## config.mk

```make
export PLATFORM = sky130hd
export DESIGN_NAME = uart_rx_ctrl
export DESIGN_NICKNAME = d
export VERILOG_FILES = /design/src/rtl/uart_rx_ctrl.sv
export SDC_FILE = /design/constraint.sdc
export NUM_CORES = 1
export LEC_CHECK = 0
export BUFFER_PORTS_ARGS = -buffer_cell sky130_fd_sc_hd__buf_2
export CAP_MARGIN = 20
export CORE_UTILIZATION = 57
export CTS_CLUSTER_SIZE = 14
export DETAILED_ROUTE_END_ITERATION = 8
export PLACE_DENSITY = 0.8
export SYNTH_ARGS = -nofsm -noshare
export SYNTH_HDL_FRONTEND = slang
export SYNTH_SLANG_ARGS = --single-unit
```

## constraint.sdc

```tcl
create_clock -name clk_i -period 2.1 [get_ports clk_i]
set_clock_uncertainty 0.05 [all_clocks]
set_input_delay 0.105 -clock clk_i [delete_from_list [all_inputs] [get_ports clk_i]]
set_output_delay 0.105 -clock clk_i [all_outputs]
set_load 0.02 [all_outputs]
```

## src/rtl/uart_rx_ctrl.sv

```systemverilog
// uart_rx_ctrl
// Sits between a UART receiver core and a byte-stream consumer.
//   * Enables the receiver and feeds it a frame-stable copy of the line config.
//   * Classifies each completed frame: parity error, framing error, or good.
//   * Pushes good bytes into a small register FIFO (valid/ready output side).
//   * Counts error frames (saturating) and flags FIFO overflow (sticky).
//   * Emits a one-cycle end-of-message pulse after an idle gap following a byte.
//
// Ports
//   clk_i, rst_i                  clock, synchronous active-high reset
//   cfg_enable_i                  software receive enable
//   cfg_parity_en_i/_sel_i        requested parity enable / type
//   cfg_stop_bits_i               requested stop bits (0 = one, 1 = two)
//   rx_enable_o                   receiver enable
//   rx_parity_en_o/_sel_o         receiver parity config (frame-stable)
//   rx_stop_bits_o                receiver stop-bit config (frame-stable)
//   rx_data_i, rx_busy_i          receiver data byte / frame-in-progress
//   rx_parity_err_i               receiver parity error indication
//   rx_framing_err_i              receiver framing error indication
//   m_data_o, m_valid_o           FIFO head byte / FIFO not empty
//   m_ready_i                     consumer accepts head byte
//   fifo_level_o                  FIFO occupancy, 0..p_fifo_depth
//   overflow_o                    sticky: good byte dropped on full FIFO
//   clr_i                         clears overflow_o and both error counters
//   parity_cnt_o, framing_cnt_o   saturating error-frame counters
//   timeout_o                     one-cycle idle timeout pulse

module uart_rx_ctrl #(
  parameter int unsigned p_fifo_depth     = 4,
  parameter int unsigned p_timeout_cycles = 1000
) (
  input  logic                            clk_i,
  input  logic                            rst_i,
  input  logic                            cfg_enable_i,
  input  logic                            cfg_parity_en_i,
  input  logic                            cfg_parity_sel_i,
  input  logic                            cfg_stop_bits_i,
  output logic                            rx_enable_o,
  output logic                            rx_parity_en_o,
  output logic                            rx_parity_sel_o,
  output logic                            rx_stop_bits_o,
  input  logic [7:0]                      rx_data_i,
  input  logic                            rx_busy_i,
  input  logic                            rx_parity_err_i,
  input  logic                            rx_framing_err_i,
  output logic [7:0]                      m_data_o,
  output logic                            m_valid_o,
  input  logic                            m_ready_i,
  output logic [$clog2(p_fifo_depth):0]   fifo_level_o,
  output logic                            overflow_o,
  input  logic                            clr_i,
  output logic [7:0]                      parity_cnt_o,
  output logic [7:0]                      framing_cnt_o,
  output logic                            timeout_o
);

  localparam int unsigned PTR_W = $clog2(p_fifo_depth);
  localparam int unsigned LVL_W = PTR_W + 1;
  localparam int unsigned TO_W  = (p_timeout_cycles < 2) ? 1 : $clog2(p_timeout_cycles);

  typedef enum logic [1:0] {
    S_OFF,
    S_ARMED,
    S_RECV,
    S_COMMIT
  } state_t;

  state_t r_state;
  state_t w_next;

  logic w_enter_recv;
  logic w_commit;

  // ---------------------------------------------------------------------------
  // Control FSM
  // ---------------------------------------------------------------------------
  always_ff @(posedge clk_i) begin
    if (rst_i) begin
      r_state <= S_OFF;
    end else begin
      r_state <= w_next;
    end
  end

  always_comb begin
    w_next       = r_state;
    rx_enable_o  = 1'b0;
    w_enter_recv = 1'b0;
    w_commit     = 1'b0;
    case (r_state)
      // A frame already running when we come out of OFF (e.g. after reset)
      // is never tracked: arming waits for the line to go idle.
      S_OFF: begin
        if (cfg_enable_i && !rx_busy_i) begin
          w_next = S_ARMED;
        end
      end
      S_ARMED: begin
        rx_enable_o = 1'b1;
        if (rx_busy_i) begin
          w_next       = S_RECV;
          w_enter_recv = 1'b1;
        end else if (!cfg_enable_i) begin
          w_next = S_OFF;
        end
      end
      S_RECV: begin
        rx_enable_o = cfg_enable_i;
        if (!rx_busy_i) begin
          w_next = S_COMMIT;
        end
      end
      S_COMMIT: begin
        rx_enable_o = cfg_enable_i;
        w_commit    = 1'b1;
        w_next      = cfg_enable_i ? S_ARMED : S_OFF;
      end
      default: begin
        w_next = S_OFF;
      end
    endcase
  end

  // ---------------------------------------------------------------------------
  // Line configuration: tracks cfg only while no frame is in flight
  // ---------------------------------------------------------------------------
  logic r_parity_en;
  logic r_parity_sel;
  logic r_stop_bits;
  logic w_cfg_load;

  assign w_cfg_load = ((r_state == S_OFF) || (r_state == S_ARMED)) && !rx_busy_i;

  always_ff @(posedge clk_i) begin
    if (rst_i) begin
      r_parity_en  <= 1'b0;
      r_parity_sel <= 1'b0;
      r_stop_bits  <= 1'b0;
    end else if (w_cfg_load) begin
      r_parity_en  <= cfg_parity_en_i;
      r_parity_sel <= cfg_parity_sel_i;
      r_stop_bits  <= cfg_stop_bits_i;
    end
  end

  assign rx_parity_en_o  = r_parity_en;
  assign rx_parity_sel_o = r_parity_sel;
  assign rx_stop_bits_o  = r_stop_bits;

  // ---------------------------------------------------------------------------
  // Per-frame error flags
  // ---------------------------------------------------------------------------
  logic r_perr;
  logic r_ferr;

  always_ff @(posedge clk_i) begin
    if (rst_i) begin
      r_perr <= 1'b0;
      r_ferr <= 1'b0;
    end else if (w_enter_recv) begin
      r_perr <= 1'b0;
      r_ferr <= 1'b0;
    end else if (r_state == S_RECV) begin
      if (rx_parity_err_i) begin
        r_perr <= 1'b1;
      end
      if (rx_framing_err_i) begin
        r_ferr <= 1'b1;
      end
    end
  end

  // ---------------------------------------------------------------------------
  // Receive FIFO
  // ---------------------------------------------------------------------------
  logic [7:0]       r_mem [p_fifo_depth];
  logic [PTR_W-1:0] r_wr_ptr;
  logic [PTR_W-1:0] r_rd_ptr;
  logic [LVL_W-1:0] r_count;

  logic w_good;
  logic w_valid;
  logic w_full;
  logic w_pop;
  logic w_push;
  logic w_drop;

  assign w_good  = w_commit && !r_perr && !r_ferr;
  assign w_valid = (r_count != '0);
  assign w_full  = (r_count == LVL_W'(p_fifo_depth));
  assign w_pop   = w_valid && m_ready_i;
  // On a full FIFO a same-cycle pop frees the head slot, which is exactly the
  // slot the write pointer addresses, so the push can proceed.
  assign w_push  = w_good && (!w_full || w_pop);
  assign w_drop  = w_good && w_full && !w_pop;

  always_ff @(posedge clk_i) begin
    if (rst_i) begin
      for (int unsigned i = 0; i < p_fifo_depth; i++) begin
        r_mem[i] <= '0;
      end
      r_wr_ptr <= '0;
      r_rd_ptr <= '0;
      r_count  <= '0;
    end else begin
      if (w_push) begin
        r_mem[r_wr_ptr] <= rx_data_i;
        r_wr_ptr        <= r_wr_ptr + PTR_W'(1);
      end
      if (w_pop) begin
        r_rd_ptr <= r_rd_ptr + PTR_W'(1);
      end
      case ({w_push, w_pop})
        2'b10:   r_count <= r_count + LVL_W'(1);
        2'b01:   r_count <= r_count - LVL_W'(1);
        default: r_count <= r_count;
      endcase
    end
  end

  assign m_data_o     = r_mem[r_rd_ptr];
  assign m_valid_o    = w_valid;
  assign fifo_level_o = r_count;

  // ---------------------------------------------------------------------------
  // Overflow flag and error counters (clear beats increment)
  // ---------------------------------------------------------------------------
  logic       r_overflow;
  logic [7:0] r_par_cnt;
  logic [7:0] r_frm_cnt;

  always_ff @(posedge clk_i) begin
    if (rst_i || clr_i) begin
      r_overflow <= 1'b0;
      r_par_cnt  <= '0;
      r_frm_cnt  <= '0;
    end else begin
      if (w_drop) begin
        r_overflow <= 1'b1;
      end
      if (w_commit && r_perr && (r_par_cnt != '1)) begin
        r_par_cnt <= r_par_cnt + 8'd1;
      end
      if (w_commit && !r_perr && r_ferr && (r_frm_cnt != '1)) begin
        r_frm_cnt <= r_frm_cnt + 8'd1;
      end
    end
  end

  assign overflow_o    = r_overflow;
  assign parity_cnt_o  = r_par_cnt;
  assign framing_cnt_o = r_frm_cnt;

  // ---------------------------------------------------------------------------
  // Idle timeout after the last committed byte
  // ---------------------------------------------------------------------------
  logic            r_to_armed;
  logic [TO_W-1:0] r_to_cnt;
  logic            r_timeout;

  // The counter runs 0..p_timeout_cycles-1; the pulse is registered on the
  // increment that would reach p_timeout_cycles, so it appears exactly
  // p_timeout_cycles cycles after the push edge.
  always_ff @(posedge clk_i) begin
    if (rst_i) begin
      r_to_armed <= 1'b0;
      r_to_cnt   <= '0;
      r_timeout  <= 1'b0;
    end else begin
      r_timeout <= 1'b0;
      if (w_push) begin
        r_to_armed <= 1'b1;
        r_to_cnt   <= '0;
      end else if (w_enter_recv) begin
        r_to_armed <= 1'b0;
        r_to_cnt   <= '0;
      end else if (r_to_armed && !rx_busy_i) begin
        if (r_to_cnt == TO_W'(p_timeout_cycles - 1)) begin
          r_timeout  <= 1'b1;
          r_to_armed <= 1'b0;
          r_to_cnt   <= '0;
        end else begin
          r_to_cnt <= r_to_cnt + TO_W'(1);
        end
      end
    end
  end

  assign timeout_o = r_timeout;

endmodule

```

==> impl_metrics.ini <==
[setup_path]
r2r_start = fifo_level_o[2]
crit_fanout = 6
critPathRequiredTime_ps = 2330
start_kind = flop
crit_path_max_incr_delay_ps = 440
crit_arrival_ps = 2180
crit_chain = or3_4 -> nand3_1 -> fa_1 -> or3_1 -> a21o_1 -> a21oi_1
crit_type = reg -> reg
cp-startpoint = fifo_level_o[2]
cp-end-kind = flop
crit_slowest_cell = fa_1

[detailed_routing]
ant_nets = 0
firstDrtPassIters = 4
wl_um = 6871
wire_per_inst_um = 14.94
drc = 0
vias = 2563
viasPerCell = 5.572
drt_iter0_drc = 132

[clock_network]
insertion_delay_ps = 340
cts_tree = yes
root_buffer = clkbuf_8
cts.clk_slew.worst_paths_ps = 90
postCtsSetupBuffers = 0
numCtsBuffers = 9
htree_levels = 3
cts.sinks = 77
cts.path.max_buffers = 2

[layout]
syn_to_final_growth_pct = 18.41
nNetsFinal = 403
antenna_cells = 0
drive_above_1_share = 0.2883

[synthesis]
synth.area.mux_share = 0.06787
async_reset_ff_frac = 0
synth.most_common_cell = dfxtp_1
yosys.area_share.adder = 0.01601
synth_edf_count = 32
yosys-top-cells-count = dfxtp_1, nor2_1, and2_1, edfxtp_1, nand2_1
seq_area_frac_synth = 0.5179
yosys-top-cells-area = edfxtp_1, dfxtp_1, and2_1
netlist_instances = 314
synth_warnings = 0
netlist_area_sq_mm = 0.003595
synth_top_area_frac = 0.2673
syn_avg_cell_area_sq_um = 11.45
synthesis.nets = 337
synthSimpleGateAreaFrac = 0.2468
ys_seq_elements = 77
synth_top_area_cell = edfxtp_1
dominantRegCellSynth = dfxtp_1
synth-compound-area-share = 0.08214
synth-xor-area-share = 0.04629
synth_top_family_by_area = simple AND/OR/NAND/NOR gates
synth_cell_types = 61

[timing]
hold_slack_ps = 15.41
max_freq_ghz = 0.5114
rsz0062_at_grt = false
maxSlewHeadroom = 0.6963
hold_viol = 0
tightest_slew_ps = 452.2
fin_crit_sh = 0.9312
setup-violations-final = 0
slew_violations = 0
fin_setup_tns_ps = 0
period_needed_ps = 1956

[floorplanning]
dieArea_sq_mm = 0.006628
die_h_um = 81.42
start_util = 0.6000
chipWidth_um = 81.42
io_pins = 53
core-area_sq_mm = 0.005991
row_count = 28

[global_route]
first_global_vias = 2516
grt_use_total = 0.2272
grt_max_degree = 18
antenna_found_initial = 0
overflow = 0
grt_pass1_wl_um = 11160

[status]
status = complete, no violations

[place]
portBuffers = 52
place_congestion = 0.8269
dp_hpwl_um = 4791

[pwr]
p_leak_uw = 0.001641
pwr_density_cell_mw_per_mm2 = 733.2
ir_drop_mv = 0.4156

[worst_hold_path]
min_from = rx_data_i[7]
min_path_type = in -> reg

[flow_run]
cap_violations = 0
state kept, by name, indices dropped and copies added, names as in the netlist, named ones only:
register	cells
r_rd_ptr	2
rx_parity_sel_o	1
rx_stop_bits_o	1
r_wr_ptr	2
r_to_armed	1
r_perr	1
timeout_o	1
r_to_cnt	10
r_mem	32
r_state	1
framing_cnt_o	8
fifo_level_o	3
rx_parity_en_o	1
overflow_o	1
r_ferr	1
parity_cnt_o	8
worst max-delay path: cells and delay by family, from the launching register on:
family,cells,cell delay (ps)
compound gates,2,300
simple gates,3,680
flops,1,430
fa+ha+maj,1,440
area by class of cell:
| cell class | instances | area, sq um |
|---|---|---|
| timing repair buffer | 67 | 385.4 |
| clock inverter | 7 | 123.9 |
| inverter | 4 | 15.01 |
| sequential | 77 | 1864 |
| multi-input combinational | 221 | 1650 |
| clock buffer | 9 | 123.9 |
| fill | 420 | 1734 |
| tap | 75 | 93.84 |
timing repair:
| item | CTS | global route |
|---|---|---|
| hold buffers | 5 | 0 |
| endpoints found under the hold margin | 5 | 0 |
| setup endpoints to repair | 0 | 1 |
| gates resized for setup | 0 | 2 |
cell usage in the layout, fill, tap and decap left out, types with 2 or more instances in the layout:
| master | count |
|---|---|
| a211oi_1 | 2 |
| a21oi_1 | 14 |
| a31o_2 | 3 |
| and2_1 | 32 |
| and3_1 | 2 |
| and3b_1 | 2 |
| and4_1 | 2 |
| buf_2 | 52 |
| buf_4 | 10 |
| bufinv_16 | 3 |
| clkbuf_8 | 9 |
| clkinv_4 | 3 |
| dfxtp_1 | 43 |
| dfxtp_2 | 2 |
| dlygate4sd3_1 | 5 |
| edfxtp_1 | 32 |
| ha_1 | 3 |
| inv_1 | 4 |
| mux2_2 | 3 |
| mux2i_1 | 3 |
| mux4_2 | 8 |
| nand2_1 | 16 |
| nand3_1 | 9 |
| nand3b_1 | 2 |
| nand4_1 | 6 |
| nor2_1 | 40 |
| nor2b_1 | 6 |
| nor3_1 | 2 |
| nor4_1 | 2 |
| o21ai_0 | 6 |
| o31ai_1 | 2 |
| o41ai_1 | 2 |
| or2_1 | 3 |
| or3_1 | 3 |
| or4_1 | 3 |
| xnor2_1 | 11 |
| xor2_1 | 8 |
power by group:
group          switching, uW  total [uW]  internal (uW)  leakage, uW
Clock                    558        1350            795     0.000120
Sequential              13.5        1600           1580     0.000694
Combinational            101         172           70.4     0.000826
per-layer routing:
layer / global-route usage / vias to the layer above / share of wire
met3: 0.04111 / 18 / 0.040
li1: - / 1266 / -
met5: 0 / - / 0
met4: 0.1286 / 0 / 0.025
met2: 0.3975 / 58 / 0.52
met1: 0.2601 / 1221 / 0.42
worst paths after layout:
path                                        end  slack (ps)  cells after the start
worst max-delay path            fifo_level_o[2]         140                      6
worst min-delay path                r_mem[2][7]          20                      2
worst min register to register  rx_parity_sel_o         430                      2
worst max register to register  fifo_level_o[2]         140                      6
metrics by stage:
step	cells	power, uW	utilization	instance area (sq um)	worst slack [ps]
finish	460	3121	0.7105	4257	144.4
global route	460	3222	0.7105	4257	50.69
CTS	460	3143	0.7101	4254	84.63
detailed placement	439	1796	0.6604	3956	104.4
global placement	439	1791	0.6604	3956	157.9
floorplan	314	1730	-	3595	2.416
kinds of logic after synthesis:
kind of cell / count (synthesis)
adder cells (fa/ha/maj): 4
AND/OR/NAND/NOR: 145
AO/OA/AOI/OAI: 39
multiplexers: 14
XOR/XNOR: 19
buffers and inverters: 16
flip-flops: 77
(Power assumes the default switching activity.)
